File: config.mk
export PLATFORM = sky130hd
export DESIGN_NAME = div_32_bits
export DESIGN_NICKNAME = d
export VERILOG_FILES = /design/src/rtl/div_pkg.sv /design/src/rtl/div_step.sv /design/src/rtl/div_32_bits.sv
export SDC_FILE = /design/constraint.sdc
export NUM_CORES = 1
export LEC_CHECK = 0
export BUFFER_PORTS_ARGS = -buffer_cell sky130_fd_sc_hd__buf_4
export CAP_MARGIN = 10
export CORE_ASPECT_RATIO = 0.7
export CORE_MARGIN = 2
export CORE_UTILIZATION = 50
export DETAILED_ROUTE_END_ITERATION = 6
export PLACE_DENSITY_LB_ADDON = 0.12
export REMOVE_ABC_BUFFERS = 1
export SLEW_MARGIN = 20
export SYNTH_ARGS = -nofsm -noshare
export SYNTH_HDL_FRONTEND = slang
export SYNTH_SLANG_ARGS = --single-unit
File: constraint.sdc
create_clock -name clock -period 3.3 [get_ports clock]
set_clock_uncertainty 0.2 [all_clocks]
set_input_delay 0.33 -clock clock [delete_from_list [all_inputs] [get_ports clock]]
set_output_delay 0.33 -clock clock [all_outputs]
set_load 0.02 [all_outputs]
File: src/rtl/div_pkg.sv
// Shared types and constants for the div_32_bits restoring divider.
// Signed operation in the top is selected with DIV_SIGNED_EN.
package div_pkg;

    localparam int WIDTH_DEF = 32;
    localparam int CNT_W = 6;

    typedef enum logic [1:0] {
        IDLE,
        COMPUTE,
        DONE
    } state_t;

endpackage

File: src/rtl/div_step.sv
// One combinational restoring-division step on a {remainder, quotient} pair.
// The remainder is always below the divisor, so the shifted value fits WIDTH+1 bits.
module div_step #(
    parameter int WIDTH = 32
) (
    input  logic [WIDTH-1:0] rem,
    input  logic [WIDTH-1:0] quo,
    input  logic [WIDTH-1:0] dvs,
    output logic [WIDTH-1:0] rem_nx,
    output logic [WIDTH-1:0] quo_nx
);

    logic [WIDTH:0] shifted;
    logic [WIDTH:0] diff;
    logic           ge;

    always_comb begin
        shifted = {rem, quo[WIDTH-1]};
        diff    = shifted - {1'b0, dvs};
        // A borrow into the top bit means the trial subtraction went negative.
        ge      = ~diff[WIDTH];
        rem_nx  = ge ? diff[WIDTH-1:0] : shifted[WIDTH-1:0];
        quo_nx  = {quo[WIDTH-2:0], ge};
    end

endmodule

File: src/rtl/div_32_bits.sv
// Multi-cycle restoring divider: IDLE -> COMPUTE (WIDTH cycles) -> DONE.
// Define DIV_SIGNED_EN for two's-complement operands; default is unsigned.
module div_32_bits
    import div_pkg::*;
#(
    parameter int WIDTH = WIDTH_DEF
) (
    input  logic             clock,
    input  logic             reset,
    input  logic             ctrl_DIV,
    input  logic [WIDTH-1:0] data_operandA,
    input  logic [WIDTH-1:0] data_operandB,
    output logic [WIDTH-1:0] data_result,
    output logic             data_exception,
    output logic             data_resultRDY,
    output logic             busy
);

    state_t           state;
    state_t           state_nx;
    logic [CNT_W-1:0] cnt;
    logic [WIDTH-1:0] rem;
    logic [WIDTH-1:0] quo;
    logic [WIDTH-1:0] dvs;
    logic             neg;
    logic             ovf;

    logic [WIDTH-1:0] rem_nx;
    logic [WIDTH-1:0] quo_nx;
    logic [WIDTH-1:0] mag_a;
    logic [WIDTH-1:0] mag_b;
    logic             neg_in;
    logic             ovf_in;
    logic             start;
    logic             b_zero;
    logic             last;

`ifdef DIV_SIGNED_EN
    // Divide magnitudes; the sign is reapplied to the final quotient.
    always_comb begin
        mag_a  = data_operandA[WIDTH-1] ? -data_operandA : data_operandA;
        mag_b  = data_operandB[WIDTH-1] ? -data_operandB : data_operandB;
        neg_in = data_operandA[WIDTH-1] ^ data_operandB[WIDTH-1];
        ovf_in = (data_operandA == {1'b1, {(WIDTH-1){1'b0}}})
               && (&data_operandB);
    end
`else
    assign mag_a  = data_operandA;
    assign mag_b  = data_operandB;
    assign neg_in = 1'b0;
    assign ovf_in = 1'b0;
`endif

    div_step #(
        .WIDTH (WIDTH)
    ) u_step (
        .rem    (rem),
        .quo    (quo),
        .dvs    (dvs),
        .rem_nx (rem_nx),
        .quo_nx (quo_nx)
    );

    assign b_zero = (data_operandB == '0);
    assign last   = (cnt == CNT_W'(WIDTH - 1));

    always_comb begin
        state_nx       = state;
        busy           = (state == COMPUTE);
        data_resultRDY = (state == DONE);
        start          = ctrl_DIV && (state != COMPUTE);
        unique case (state)
            IDLE: begin
                if (start) state_nx = b_zero ? DONE : COMPUTE;
            end
            COMPUTE: begin
                if (last) state_nx = DONE;
            end
            DONE: begin
                if (start) state_nx = b_zero ? DONE : COMPUTE;
                else       state_nx = IDLE;
            end
            default: state_nx = IDLE;
        endcase
    end

    always_ff @(posedge clock) begin
        if (reset) begin
            state          <= IDLE;
            cnt            <= '0;
            rem            <= '0;
            quo            <= '0;
            dvs            <= '0;
            neg            <= 1'b0;
            ovf            <= 1'b0;
            data_result    <= '0;
            data_exception <= 1'b0;
        end else begin
            state <= state_nx;
            if (start) begin
                cnt <= '0;
                rem <= '0;
                quo <= mag_a;
                dvs <= mag_b;
                neg <= neg_in;
                ovf <= ovf_in;
                if (b_zero) begin
                    data_result    <= '0;
                    data_exception <= 1'b1;
                end
            end else if (state == COMPUTE) begin
                cnt <= cnt + 1'b1;
                rem <= rem_nx;
                quo <= quo_nx;
                if (last) begin
                    data_result    <= neg ? -quo_nx : quo_nx;
                    data_exception <= ovf;
                end
            end
        end
    end

endmodule

==> reports/metrics.csv <==
stage,metric,value,unit
yosys,synth_edf_count,0,
floorplanning,coreArea,14100,sq um
yosys,ys_ff_latch,137,
yosys,synthCells,910,
worst_hold_path,holdPathStages,3,
setup_path,crit_chain,"inv_1, ha_2, fa_2, nand2b_1, a21o_1, a31oi_4, o2111ai_4, a31oi_4, xnor2_2, or4_1, a31oi_1",
floorplanning,start_util,0.516,
floorplanning,io_pins,102,
sta,hold_viol_final,0,
cells_and_area,layout-drive-gt1-share,0.168,
power,p_leak,0.00388,uW
grt,grt_pass1_vias,6301,
grt,antenna_found_initial,0,
placed_design,gp_congestion,0.934,
yosys,yosys_warnings,0,
clock_tree,clock_latency,430,ps
cells_and_area,layout_commonest_cell,dfxtp_1,
cells_and_area,final.fill_count,1228,
clock_tree,cts_sinks,137,
route,ant_nets,0,
clock_tree,cts_max_path_buffers,2,
grt,grt_pass1_wl,32.5,mm
cells_and_area,area_growth,27.5,%
power,pwr_density_cell,586,nW/um^2
grt,grt-ovfl-total,0,
worst_hold_path,min_from,data_operandA[9],
cells_and_area,final_cell_mix,"dfxtp_1 (136), nand2_1 (127), buf_4 (124), a21oi_1 (113), nor2_1 (81)",
setup_path,reg2reg_depth,11,
placed_design,placed_cells,1166,
clock_tree,cts_tree,built,
setup_path,end_kind,flip-flop,
setup_path,ff2ff_setup_slack,100,ps
cells_and_area,nNetsFinal,1134,
setup_path,cp.required,3450,ps
sta,finalCritPeriodShare,0.970,
yosys,synth.area.top_cells,"dfxtp_1 (38%), a21oi_1 (7.9%), nand2_1 (6.6%), ha_1 (5.7%), mux2i_1 (5.4%)",
yosys,synth_area_per_cell,7.97,sq um
cells_and_area,finalNonFillerCells,1236,
floorplanning,rows,36,
grt,grt_max_degree,66,
setup_path,r2r_start,quo[31],
setup_path,crit_fanout,3,
placed_design,portBuffers,101,
yosys,synthFlopType,dfxtp_1,
floorplanning,die_w,148,um
sta,maxSlewHeadroom,0.461,
setup_path,startpoint_type,flip-flop,
yosys,ys_types,56,
route,wl,20.1,mm
route,wire_per_inst,16.3,um
grt,grt.total_usage,0.261,
route,via_count,6964,
power,max-vdd-ir-drop,0.314,mV
floorplanning,fp.dieArea,15500,sq um
setup_path,crit_arrival,3360,ps
yosys,yosysSeqAreaShare,0.378,
sta,min_period,3200,ps
setup_path,r2r-end,rem[29],
worst_hold_path,hold_end,quo[9],
yosys,yosysTopAreaCell,dfxtp_1,
clock_tree,cts_root_buf,clkbuf_16,
route,drtPass1Iterations,5,
cells_and_area,diodes,0,
sta,slew_violations,0,
clock_tree,cts_made_buffers,17,
setup_path,critPathSlowestCell,or4_1,
worst_hold_path,hp-class,input pin to flip-flop,
sta,tns,0,ps
setup_path,slowest_delay,540,ps
setup_path,crit_top_cell,a31oi_4,
clock_tree,clkTransAtPathRegs,60,ps
floorplanning,die_h,105,um
route,vias_per_cell,5.63,
sta,tightest_slew,808,ps
placed_design,hpwlAfterDp,13.3,mm
placed_design,dpl_cell_area,8210,sq um
yosys,synthArstFlopShare,0,
status,run_status,"finished, final reports clean",
setup_path,path_class,flip-flop to flip-flop,
sta,fmax,0.312,GHz
sta,finalSetupViolations,0,
route,drcViolationCount,0,
route,drt_iter0_markers,483,
yosys,synth.top_cell.area_share,0.378,
cells_and_area,finalInstanceArea,9250,sq um
clock_tree,h-tree-depth,4,
yosys,syn_area,7250,sq um
flow_run,maxCapViolCount,0,
==> where the power goes <==
part	internal, uW	switching, uW
registers	1750	74.3
logic	725	919
clock network	1150	800
==> what timing repair did <==
| item | in CTS | in global routing |
|---|---|---|
| hold buffers | 32 | 0 |
| buffers inserted | 1 | 5 |
| resized for setup | 0 | 13 |
| pin swaps | 1 | 7 |
| endpoints found under the setup margin | 3 | 30 |
| endpoints found under the hold margin | 32 | 0 |
| cloned | 0 | 0 |
==> synth_stat cells (10+ instances only) <==
cell      count
ha_1         33
nand4_1      10
a21o_1       12
xnor2_1      14
xor2_1       15
o21ai_0      36
a211oi_1     40
inv_1        45
a22o_1       14
nor2_1       81
o211ai_1     12
a31oi_1      12
nand3_1      23
mux2i_1      39
dfxtp_1     137
a21oi_1     114
clkbuf_1     46
nand2_1     128
==> kinds of logic after synthesis <==
| family | after synthesis | synth area share |
|---|---|---|
| adder cells (fa/ha/maj) | 34 | 0.0597 |
| AO/OA/AOI/OAI | 277 | 0.240 |
| buffers and inverters | 102 | 0.0535 |
| AND/OR/NAND/NOR | 290 | 0.175 |
| multiplexers | 39 | 0.0538 |
| flip-flops | 137 | 0.378 |
| XOR/XNOR | 31 | 0.0395 |
==> stage by stage <==
stage	util	worst slack (ps)	hold slack (ps)	total power, uW
global route	0.658	-1.66	49.5	5690
detailed placement	0.584	-1.77	246	3330
finish	0.658	97.6	48.7	5420
floorplan	-	-1530	199	2860
global placement	0.584	77.1	243	3330
CTS	0.650	23.4	47.6	5310
==> routing by layer <==
| metal | vias to the layer above | track usage | routed length (um) |
|---|---|---|---|
| li1 | 3478 | - | - |
| met1 | 3270 | 0.394 | 10200 |
| met2 | 196 | 0.379 | 8650 |
| met3 | 20 | 0.0546 | 1060 |
| met4 | 0 | 0.0612 | 193 |
| met5 | - | 0 | 0 |
==> registers in the layout, summed over array words and instances, names as in the netlist <==
register and flops:
data_result 32, data_exception 1, rem 32, state 2
cnt 6, quo 32, dvs 32
==> cell type report <==
type / instances / area, sq um / area share
clock inverters: 14 / 160 / 0.0173
clock buffers: 18 / 439 / 0.0475
well taps: 190 / 238 / 0.0257
flip-flops and latches: 137 / 2740 / 0.297
repair buffers: 161 / 1320 / 0.142
multi-input cells: 671 / 4180 / 0.452
inverters: 45 / 169 / 0.0183
==> how the worst max path moves through the flow <==
| stage | startpoint | endpoint | slack (ps) | depth (start not counted) |
|---|---|---|---|---|
| 6_report | quo[31] | rem[29] | 100 | 11 |
| 5_1_grt | quo[31] | rem[29] | -2 | 11 |
| 4_1_cts | quo[31] | rem[18] | 20 | 12 |
| 3_5_place_dp | quo[31] | rem[23] | -2 | 12 |
| 3_3_place_gp | quo[31] | rem[23] | 80 | 12 |
| 2_1_floorplan | state[1] | data_result[0] | -1530 | 6 |
==> critical path, delay by kind of cell (launching register included) <==
family | cells | cell delay [ps]
simple gates | 2 | 710
compound gates | 5 | 1150
xor+xnor | 1 | 150
fa+ha+maj | 2 | 520
buf+inv | 1 | 40
flops | 1 | 330
Note: power is estimated with default switching activity, not from simulation.
